**src/rtl/cp0_if.sv**
```systemverilog
// Coprocessor-0 pipeline-side bus: mtc0/mfc0 access, exception collection and
// the flush/redirect outputs. Master is the pipeline, slave is cp0.
interface cp0_if;
  logic [4:0]  a1;
  logic [4:0]  a2;
  logic [31:0] din;
  logic        we;
  logic [31:0] pc;
  logic [4:0]  exccode;
  logic        bd;
  logic        exlclr;
  logic [5:0]  hwint;
  logic        intreq;
  logic [31:0] epc;
  logic [31:0] dout;

  modport master (
    output a1, a2, din, we, pc, exccode, bd, exlclr, hwint,
    input  intreq, epc, dout
  );

  modport slave (
    input  a1, a2, din, we, pc, exccode, bd, exlclr, hwint,
    output intreq, epc, dout
  );
endinterface

```
**src/rtl/cp0.sv**
```systemverilog
// Coprocessor-0 SR/Cause/EPC/PRId with interrupt/exception arbitration.
// Optional macro CP0_BD_EN: delay-slot aware EPC and Cause.BD.
module cp0 #(
  parameter logic [31:0] PRID = 32'h5A5A_2017
) (
  input  logic  clk,
  input  logic  reset,
  cp0_if.slave  bus
);

  logic [5:0]  im_q, im_d;
  logic        exl_q, exl_d;
  logic        ie_q, ie_d;
  logic [5:0]  ip_q;
  logic [4:0]  exc_q, exc_d;
  logic        bd_q, bd_d;
  logic [31:0] epc_q, epc_d;

  logic        irq_s;
  logic        exc_s;
  logic        intreq_s;
  logic [31:0] pc_align_s;
  logic [31:0] sr_s;
  logic [31:0] cause_s;
  logic [31:0] dout_s;
  logic        unused_s;

  assign irq_s      = ie_q & ~exl_q & (|(bus.hwint & im_q));
  assign exc_s      = ~exl_q & (bus.exccode != 5'd0);
  assign intreq_s   = irq_s | exc_s;
  assign pc_align_s = {bus.pc[31:2], 2'b00};

  assign sr_s    = {16'h0000, im_q, 8'h00, exl_q, ie_q};
  assign cause_s = {bd_q, 15'h0000, ip_q, 3'b000, exc_q, 2'b00};

`ifdef CP0_BD_EN
  assign unused_s = ^{bus.pc[1:0], bus.din[31:16], bus.din[9:2]};
`else
  assign unused_s = ^{bus.pc[1:0], bus.din[31:16], bus.din[9:2], bus.bd};
`endif

  // Next-state: exception entry overrides mtc0/eret for that cycle
  always_comb begin
    im_d  = im_q;
    exl_d = exl_q;
    ie_d  = ie_q;
    exc_d = exc_q;
    bd_d  = bd_q;
    epc_d = epc_q;
    if (intreq_s) begin
      exl_d = 1'b1;
      exc_d = irq_s ? 5'd0 : bus.exccode;
`ifdef CP0_BD_EN
      bd_d  = bus.bd;
      epc_d = bus.bd ? (pc_align_s - 32'd4) : pc_align_s;
`else
      bd_d  = 1'b0;
      epc_d = pc_align_s;
`endif
    end else begin
      if (bus.we) begin
        case (bus.a2)
          5'd12: begin
            im_d  = bus.din[15:10];
            exl_d = bus.din[1];
            ie_d  = bus.din[0];
          end
          5'd14: epc_d = {bus.din[31:2], 2'b00};
          default: epc_d = epc_q;
        endcase
      end else begin
        epc_d = epc_q;
      end
      // eret is applied after a coincident SR write
      if (bus.exlclr) begin
        exl_d = 1'b0;
      end else begin
        exl_d = exl_d;
      end
    end
  end

  // State registers; Cause.IP samples the raw interrupt lines every edge
  always_ff @(posedge clk or posedge reset) begin
    if (reset) begin
      im_q  <= 6'd0;
      exl_q <= 1'b0;
      ie_q  <= 1'b0;
      ip_q  <= 6'd0;
      exc_q <= 5'd0;
      bd_q  <= 1'b0;
      epc_q <= 32'd0;
    end else begin
      im_q  <= im_d;
      exl_q <= exl_d;
      ie_q  <= ie_d;
      ip_q  <= bus.hwint;
      exc_q <= exc_d;
      bd_q  <= bd_d;
      epc_q <= epc_d;
    end
  end

  // mfc0 read mux
  always_comb begin
    dout_s = 32'd0;
    case (bus.a1)
      5'd12:   dout_s = sr_s;
      5'd13:   dout_s = cause_s;
      5'd14:   dout_s = epc_q;
      5'd15:   dout_s = PRID;
      default: dout_s = 32'd0;
    endcase
  end

  assign bus.intreq = intreq_s;
  assign bus.epc    = epc_q;
  assign bus.dout   = dout_s;

endmodule

```
**src/flat_wrapper.sv**
```systemverilog
// flat-port wrapper written by rule: the top's interface ports become plain ports
module cp0_flat 
#(
  parameter logic [31:0] PRID = 32'h5A5A_2017
)
  (clk, reset, bus_a1, bus_a2, bus_din, bus_we, bus_pc, bus_exccode, bus_bd, bus_exlclr, bus_hwint, bus_intreq, bus_epc, bus_dout);
  cp0_if bus_i ();
  input  logic clk;
  input  logic reset;
  input wire logic [$bits(bus_i.a1)-1:0] bus_a1;
  input wire logic [$bits(bus_i.a2)-1:0] bus_a2;
  input wire logic [$bits(bus_i.din)-1:0] bus_din;
  input wire logic [$bits(bus_i.we)-1:0] bus_we;
  input wire logic [$bits(bus_i.pc)-1:0] bus_pc;
  input wire logic [$bits(bus_i.exccode)-1:0] bus_exccode;
  input wire logic [$bits(bus_i.bd)-1:0] bus_bd;
  input wire logic [$bits(bus_i.exlclr)-1:0] bus_exlclr;
  input wire logic [$bits(bus_i.hwint)-1:0] bus_hwint;
  output wire logic [$bits(bus_i.intreq)-1:0] bus_intreq;
  output wire logic [$bits(bus_i.epc)-1:0] bus_epc;
  output wire logic [$bits(bus_i.dout)-1:0] bus_dout;
  assign bus_i.a1 = bus_a1;
  assign bus_i.a2 = bus_a2;
  assign bus_i.din = bus_din;
  assign bus_i.we = bus_we;
  assign bus_i.pc = bus_pc;
  assign bus_i.exccode = bus_exccode;
  assign bus_i.bd = bus_bd;
  assign bus_i.exlclr = bus_exlclr;
  assign bus_i.hwint = bus_hwint;
  assign bus_intreq = bus_i.intreq;
  assign bus_epc = bus_i.epc;
  assign bus_dout = bus_i.dout;
  cp0 #(.PRID(PRID)) u_core (.clk(clk), .reset(reset), .bus(bus_i));
endmodule
```
**config.mk**
```make
export PLATFORM = sky130hd
export DESIGN_NAME = cp0_flat
export DESIGN_NICKNAME = d
export VERILOG_FILES = /design/src/rtl/cp0_if.sv /design/src/rtl/cp0.sv /design/src/flat_wrapper.sv
export SDC_FILE = /design/constraint.sdc
export NUM_CORES = 1
export LEC_CHECK = 0
export CAP_MARGIN = 20
export CORE_MARGIN = 1.5
export CORE_UTILIZATION = 38
export DETAILED_ROUTE_END_ITERATION = 16
export MAX_ROUTING_LAYER = met4
export PLACE_DENSITY = 0.8
export SETUP_SLACK_MARGIN = 0.1
export SKIP_LAST_GASP = 1
export SYNTH_ARGS = -nofsm -noshare
export SYNTH_HDL_FRONTEND = slang
export SYNTH_SLANG_ARGS = --single-unit
```
**constraint.sdc**
```tcl
create_clock -name clk -period 2 [get_ports clk]
set_clock_uncertainty 0.15 [all_clocks]
set_input_delay 0.4 -clock clk [delete_from_list [all_inputs] [get_ports clk]]
set_output_delay 0.4 -clock clk [all_outputs]
set_load 0.005 [all_outputs]
```
# Yosys cells after proc, flatten, opt, wreduce, memory -nomap -nowiden
# Cells that the tools add are included.
[totals]
inputBits = 90
out_inout_bits = 65
ff_bits = 51
[op_classes]
n_bitwise = 7
n_eq_ne = 6
muxes = 9
reduce_logical = 9
[op_table]
columns = ["cell", "count"]
rows = [
  ["case mux 32 bit (4 select lines)", 1],
  ["two-way mux 32 bit", 3],
  ["equality test 5 x 4 -> 1 bit, second input constant", 6],
  ["bitwise AND 6 bit", 1],
  ["nonzero test 3 bit", 2],
  ["OR reduction 6 bit", 1],
  ["two-way mux 5 bit", 1],
  ["nonzero test 5 bit", 1],
  ["two-way mux 1 bit", 4],
  ["AND reduction 2 bit", 2],
  ["nonzero test 2 bit", 2],
  ["bitwise AND 1 bit", 3],
  ["AND reduction 3 bit", 1],
  ["inverter 1 bit", 2],
  ["OR 1 bit", 1],
]

# Depth between registers and ports, before layout
# Gate-level depths: netlist of run 1.
[depth]
word_depth = 6
depth_mapped = 6

# Worst setup path after synthesis of run 1
# Ideal clock, no wire load.
[synth_timing]
path_kind = "input port to output port"
startpoint = "input bus_a1[1]"
endpoint = "output bus_dout[16]"
path_slack_ns = 0.039
path_stages = 5
n_path_buf = 2
arrival_time_ns = 1.411
required_time_ns = 1.450
path_cell_list = "clkbuf_1 nor2b_1 nor2b_1 clkbuf_1 and2_1"
[synth_between]
elab_chain_cells = 2
word_cells_on_any_way = 5
[synth_lines]
columns = ["item", "line", "source"]
rows = [
  ["start: declaration", "flat_wrapper.sv:10", "input wire logic [$bits(bus_i.a1)-1:0] bus_a1;"],
  ["equality test 5 x 4 -> 1 bit", "cp0.sv:107", "case (bus.a1)"],
  ["case mux 32 bit (4 select lines) (*)", "cp0.sv:107", ""],
  ["end: declaration", "flat_wrapper.sv:21", "output wire logic [$bits(bus_i.dout)-1:0] bus_dout;"],
]
# Mark *: on every way between the ends. The rest lies on a longest branch, timed or not.

# Worst setup path after layout of run 1
[layout_timing]
startpoint = "input bus_exccode[4]"
endpoint = "register u_core.ie_q"
[layout_between]
elab_chain_cells = 5
[layout_lines]
columns = ["item", "line", "source"]
rows = [
  ["start: declaration", "flat_wrapper.sv:15", "input wire logic [$bits(bus_i.exccode)-1:0] bus_exccode;"],
  ["nonzero test 5 bit", "cp0.sv:29", "assign exc_s = ~exl_q & (bus.exccode != 5'd0);"],
  ["bitwise AND 1 bit", "cp0.sv:29", ""],
  ["OR 1 bit", "cp0.sv:30", "assign intreq_s = irq_s | exc_s;"],
  ["inverter 1 bit (no line)", "n/a", ""],
  ["AND reduction 3 bit (no line)", "n/a", ""],
  ["end signal: assignment", "cp0.sv:96", "ie_q <= ie_d;"],
  ["end: declaration", "cp0.sv:13", "logic ie_q, ie_d;"],
]
# No other way between the ends.
# A chain may end at the register's enable or synchronous reset.

==> reports/results.ini, run 1 <==
[placed_design]
hpwl_um=6030
dp.cells=492
place_congestion=0.803
port_buffers=149
placed_cell_area_um2=4440

[route]
via_count=2513
drc=0
ant_nets=0
routed_wl_um=8520
viasPerCell=4.82
first_pass_iters=4
routedWlPerCell_um=16.4
dr.first_iter.drc_count=63

[finish]
stdcell_count=521
layout-drive-gt1-share_pct=43.8
area_growth_pct=79.2
nNetsFinal=514
final_area_um2=4810
antenna_cells=0

[worst_setup_path]
crit_path_start_kind=input port
critPathRequiredTime_ns=2.04
cp-end-kind=flop
crit_path_max_fanout=7
crit_type=in2reg
crit_arrival_ns=2.06

[cts]
htreeDepth=2
cts_root_buf=clkbuf_8
clk-insertion-delay-late_ns=0.31
hold_buffers=0
ctsLongestPathBuffers=2
clkTransAtPathRegs_ns=0.10
cts.sinks=49
cts_tree=done
cts-buffers-inserted=5

[synth]
syn_area_um2=2690
ys_seq_area_share_pct=45.6
yosysWarnings=0
synth.avg_cell_area_um2=11.4
ys_ff_latch=49
synth_cell_types=26
netlist_instances=236

[global_routing]
grt_pass1_wl_um=13300
gr-total-overflow=0
antenna_found_initial=0
grt.total_usage_pct=23.7
grt_start_max_net_pins=32
grt_pass1_vias=2703

[timing]
setup_viol=9
fin_tns_setup_ns=-0.118
whs_ns=0.194
finalCritPeriodShare_pct=101
drv_slew=0
rsz0062_at_grt=yes
finalCriticalPeriod_ns=2.02
hold_viol=0
max_freq_mhz=495
layout_setup_ws_ns=-0.0191

[pwr]
p_per_area_nw_per_um2=980
p_leak_nw=2.21
irDropWorstVdd_mv=0.517

[floorplan]
fp-row-count=30
core_um2=6830
ios=155
dieArea_um2=7580
die_h_um=87.1
dieWidth_um=87.1
start_util_pct=39.3

[job]
maxCapViolations=0

[outcome]
status=complete, but fails checks
violations=negative setup slack

[worst_hold_path]
hp-class=in2async

==> cells in the final DEF (no fill, tap or decap), drive strengths merged, types with 3 or more instances in the layout <==
cell type      netlist  final
clkdlybuf4s50        0     95
buf                  7     77
mux2                67     67
dfrtp               49     49
nor2                38     38
dlygate4sd2          0     18
and2                12     12
mux2i               11     11
a21oi               10     10
clkbuf               9      9
nand2                6      6
a22oi                6      6
nor2b                5      5
inv                  4      4
o21ai                3      3
==> synth_stat cells (all sizes together) <==
cell type,count,area (um^2)
mux2,67,781
dfrtp,49,1230
nor2,38,145
and2,12,75.1
mux2i,11,110
a21oi,10,53.8
clkbuf,9,33.8
buf,7,63.8
a22oi,6,45.0
nand2,6,22.5
nor2b,5,31.3
inv,4,15.0
o21ai,3,15.0
nor3,2,10.0
a211oi,1,7.51
a311oi,1,15.0
and4b,1,10.0
conb,1,3.75
nand3b,1,7.51
nand4,1,6.26
or3b,1,8.76
==> stage by stage <==
| step | setup WS [ns] | utilization [%] | total power, mW |
|---|---|---|---|
| floorplan | 0.107 | - | 2.83 |
| global placement | -0.679 | 65.1 | 3.93 |
| detailed placement | -0.730 | 65.1 | 4.01 |
| CTS | -0.0518 | 69.4 | 4.69 |
| global route | -0.0697 | 70.5 | 5.00 |
| finish | -0.0191 | 70.5 | 4.72 |
==> layout make-up <==
type,instances,area [um^2]
repair buffers,196,1890
inverters,4,15.0
multi-input cells,168,1480
well taps,96,120
flip-flops and latches,49,1230
fillers,507,2020
clock inverters,2,15.0
clock buffers,6,72.6
==> where the power goes <==
group / leakage, nW / internal, mW / total, mW / switching (mW)
Sequential: 0.582 / 1.41 / 1.75 / 0.341
Combinational: 1.59 / 1.61 / 2.38 / 0.768
Clock: 0.0374 / 0.247 / 0.588 / 0.340
Total: 2.21 / 3.27 / 4.72 / 1.45
==> logic make-up (layout without fill, tap and decap cells) <==
group | count (synthesis) | after routing | share of synthesized area, %
simple gates | 67 | 67 | 11.8
compound gates | 21 | 21 | 5.08
other cells | 1 | 2 | 0.140
buf+inv | 20 | 208 | 4.19
flops | 49 | 49 | 45.6
mux | 78 | 78 | 33.2
==> final timing paths <==
check                                      to  depth (start not counted)  slack (ns)             from
max in group asynchronous   u_core.bus.epc[4]                          3        1.08            reset
hold / removal             u_core.bus.epc[14]                          2        0.19            reset
setup reg to reg                  u_core.ie_q                          6       -0.02   u_core.im_q[0]
hold reg to reg               u_core.exc_q[2]                          2        0.38  u_core.exc_q[2]
min in group clk               u_core.ip_q[5]                          1        0.20     bus_hwint[5]
setup / recovery                  u_core.ie_q                          7       -0.02   bus_exccode[4]
==> sequential cells by signal (all words and copies together), names as in the netlist <==
register,flops
u_core.exl_q,1
u_core.bus.epc,30
u_core.ie_q,1
u_core.exc_q,5
u_core.im_q,6
u_core.ip_q,6
==> metal layers <==
metal	wire, um	vias up	GRT usage, %
li1	-	1193	-
met1	3360	1201	27.6
met2	4520	107	42.6
met3	520	12	3.89
met4	126	0	5.87
met5	0	-	-
==> worst max-delay path: stages <==
cell and delay (ns):
clkdlybuf4s50_1 0.44, nor2_1 0.14, a21oi_2 0.10, buf_4 0.15, or3b_4 0.39, buf_6 0.15, mux2_4 0.29
==> timing repair <==
item                                    4_1_cts  5_1_grt
pin swaps                                    25       10
hold endpoints to repair                      0        0
gates resized for setup                     185       32
cloned                                        4        0
endpoints found under the setup margin       71       58
setup buffers                                16        1
Note: power is estimated with default switching activity, not from simulation.
==> run 2: changes to the inputs <==
- CORE_MARGIN: 1.5 -> not set
==> run 2 against run 1 <==
- sequential share of layout area is 0.64 points lower
- global-route usage is 0.27 points lower
- register-to-register slack hardly changed
- power is 4.5% higher
- the run still ends with negative setup slack left
- count of clock-buffer cells in the layout is 1 higher
- combinational power is 2% higher
- sequential power hardly changed
- worst hold slack better by 0.018 ns
- design area is 2.6% higher
- largest cell class unchanged
- fmax is 0.19% lower
- critical endpoint is now u_core.im_q[0]
- via count is 1.9% higher
- sequential cell count stayed put
==> reports/results.ini, run 2 (synthesized netlist as in run 1, its figures left out) <==
[cts]
cts_tree=done  ; unchanged
ctsLongestPathBuffers=2  ; unchanged
htreeDepth=2  ; unchanged
cts_root_buf=clkbuf_8  ; unchanged
cts-buffers-inserted=5  ; unchanged
cts.sinks=49  ; unchanged
clk-insertion-delay-late_ns=0.29  ; was 0.31 ns
clkTransAtPathRegs_ns=0.09  ; was 0.10 ns

[timing]
rsz0062_at_grt=yes  ; unchanged
finalCritPeriodShare_pct=101  ; about the same
drv_slew=0  ; unchanged
max_freq_mhz=494  ; was 495 MHz
layout_setup_ws_ns=-0.0229  ; was -0.0191 ns
setup_viol=14  ; was 9
hold_viol=0  ; unchanged
fin_tns_setup_ns=-0.175  ; was -0.118 ns
finalCriticalPeriod_ns=2.02  ; about the same

[worst_setup_path]
crit_path_max_fanout=7  ; unchanged
r2r-start=u_core.im_q[0]  ; unchanged
crit_start=u_core.im_q[0]  ; was bus_exccode[4]
crit_path_start_kind=flop  ; was input port
crit_type=reg2reg  ; was in2reg
rr_worst_depth=6  ; unchanged
crit-reg2reg-capture=u_core.im_q[0]  ; was u_core.ie_q
r2r_setup_slack_ns=-0.02  ; about the same
crit_end=u_core.im_q[0]  ; was u_core.ie_q
cp-end-kind=flop  ; unchanged
critPathRequiredTime_ns=2.04  ; about the same
crit_arrival_ns=2.06  ; about the same

[pwr]
p_per_area_nw_per_um2=999  ; was 980 nW/um^2
irDropWorstVdd_mv=0.667  ; was 0.517 mV
p_leak_nw=2.26  ; was 2.21 nW

[placed_design]
dp.cells=489  ; was 492
place_ws_ns=-0.688  ; was -0.730 ns
hpwl_um=5740  ; was 6030 um
place_congestion=0.828  ; was 0.803
port_buffers=149  ; unchanged

[finish]
final_cell_mix=clkdlybuf4s50_1, mux2_2, dfrtp_1  ; unchanged
layout-drive-gt1-share_pct=48.5  ; was 43.8%
fin_util_pct=72.7  ; was 70.5%
nNetsFinal=518  ; was 514
final_common_cell=clkdlybuf4s50_1  ; unchanged
area_growth_pct=83.8  ; was 79.2%
stdcell_count=525  ; was 521
largest_reg_flops=30  ; unchanged
antenna_cells=0  ; unchanged

[global_routing]
gr-total-overflow=0  ; unchanged
grt_start_max_net_pins=50  ; was 32
grt_pass1_vias=2691  ; was 2703
antenna_found_initial=0  ; unchanged
grt.total_usage_pct=23.5  ; was 23.7%
grt_pass1_wl_um=12900  ; was 13300 um

[route]
via_count=2560  ; was 2513
routedWlPerCell_um=16.7  ; was 16.4 um
routed_wl_um=8780  ; was 8520 um
drc=0  ; unchanged
first_pass_iters=6  ; was 4
ant_nets=0  ; unchanged
viasPerCell=4.88  ; was 4.82
dr.first_iter.drc_count=80  ; was 63

[floorplan]
core_um2=6790  ; was 6830 um^2
start_util_pct=39.5  ; was 39.3%
dieArea_um2=7410  ; was 7580 um^2
die_h_um=86.1  ; was 87.1 um
fp-row-count=30  ; unchanged
ios=155  ; unchanged
dieWidth_um=86.1  ; was 87.1 um

[outcome]
violations=negative setup slack  ; unchanged
status=complete, but fails checks  ; unchanged

[worst_hold_path]
hp-class=in2reg  ; was in2async

[job]
maxCapViolations=0  ; unchanged

## run 2: metrics by stage
step | power, mW | hold slack [ns] | instance area (um^2)
global placement | 3.93 | 0.355 | 4410
CTS | 4.83 | 0.207 | 4710
global route | 5.23 | 0.208 | 4940
floorplan | 2.83 | 0.281 | 2690
detailed placement | 4.00 | 0.355 | 4410
finish | 4.93 | 0.211 | 4940
## run 2: worst max-delay path, cell delays in order, from the launching register on
cell and delay, ns:
dfrtp_1 0.42, a22oi_2 0.21, a311oi_4 0.15, buf_4 0.17
or3b_1 0.36, buf_6 0.16, mux2_4 0.30
## run 2: power by group
part / internal [mW] / leakage (nW) / switching (mW)
logic: 1.63 / 1.62 / 0.801
registers: 1.41 / 0.582 / 0.353
clock network: 0.408 / 0.0585 / 0.325
total: 3.45 / 2.26 / 1.48
## run 2: area by class of cell
type | instances | area, um^2
repair buffers | 200 | 1920
fillers | 480 | 1860
multi-input cells | 168 | 1540
flip-flops and latches | 49 | 1230
well taps | 96 | 120
clock buffers | 7 | 86.3
clock inverters | 1 | 30.0
inverters | 4 | 15.0
## run 2: what timing repair did
action	in CTS	in global routing
gates cloned	2	2
pin swaps	25	18
gates resized for setup	202	50
hold buffers	0	0
buffers inserted	21	3
endpoints found under the setup margin	71	70
## run 2: how the worst min path moves through the flow
| stage | from | end | slack [ns] | cells past startpoint |
|---|---|---|---|---|
| 3_5_place_dp | u_core.exc_q[2] | u_core.exc_q[2] | 0.36 | 2 |
| 6_report | bus_hwint[4] | u_core.ip_q[4] | 0.21 | 1 |
| 2_1_floorplan | bus_hwint[0] | u_core.ip_q[0] | 0.28 | 0 |
| 3_3_place_gp | u_core.exc_q[2] | u_core.exc_q[2] | 0.35 | 2 |
| 4_1_cts | bus_hwint[4] | u_core.ip_q[4] | 0.21 | 1 |
| 5_1_grt | bus_hwint[4] | u_core.ip_q[4] | 0.21 | 1 |
## run 2: metal layers
metal	GRT usage, %	share of wire (%)	vias up
met2	40.8	54	107
met4	7.73	2.0	0
li1	-	-	1194
met1	27.5	39	1241
met3	3.95	5.3	18
met5	-	0	-
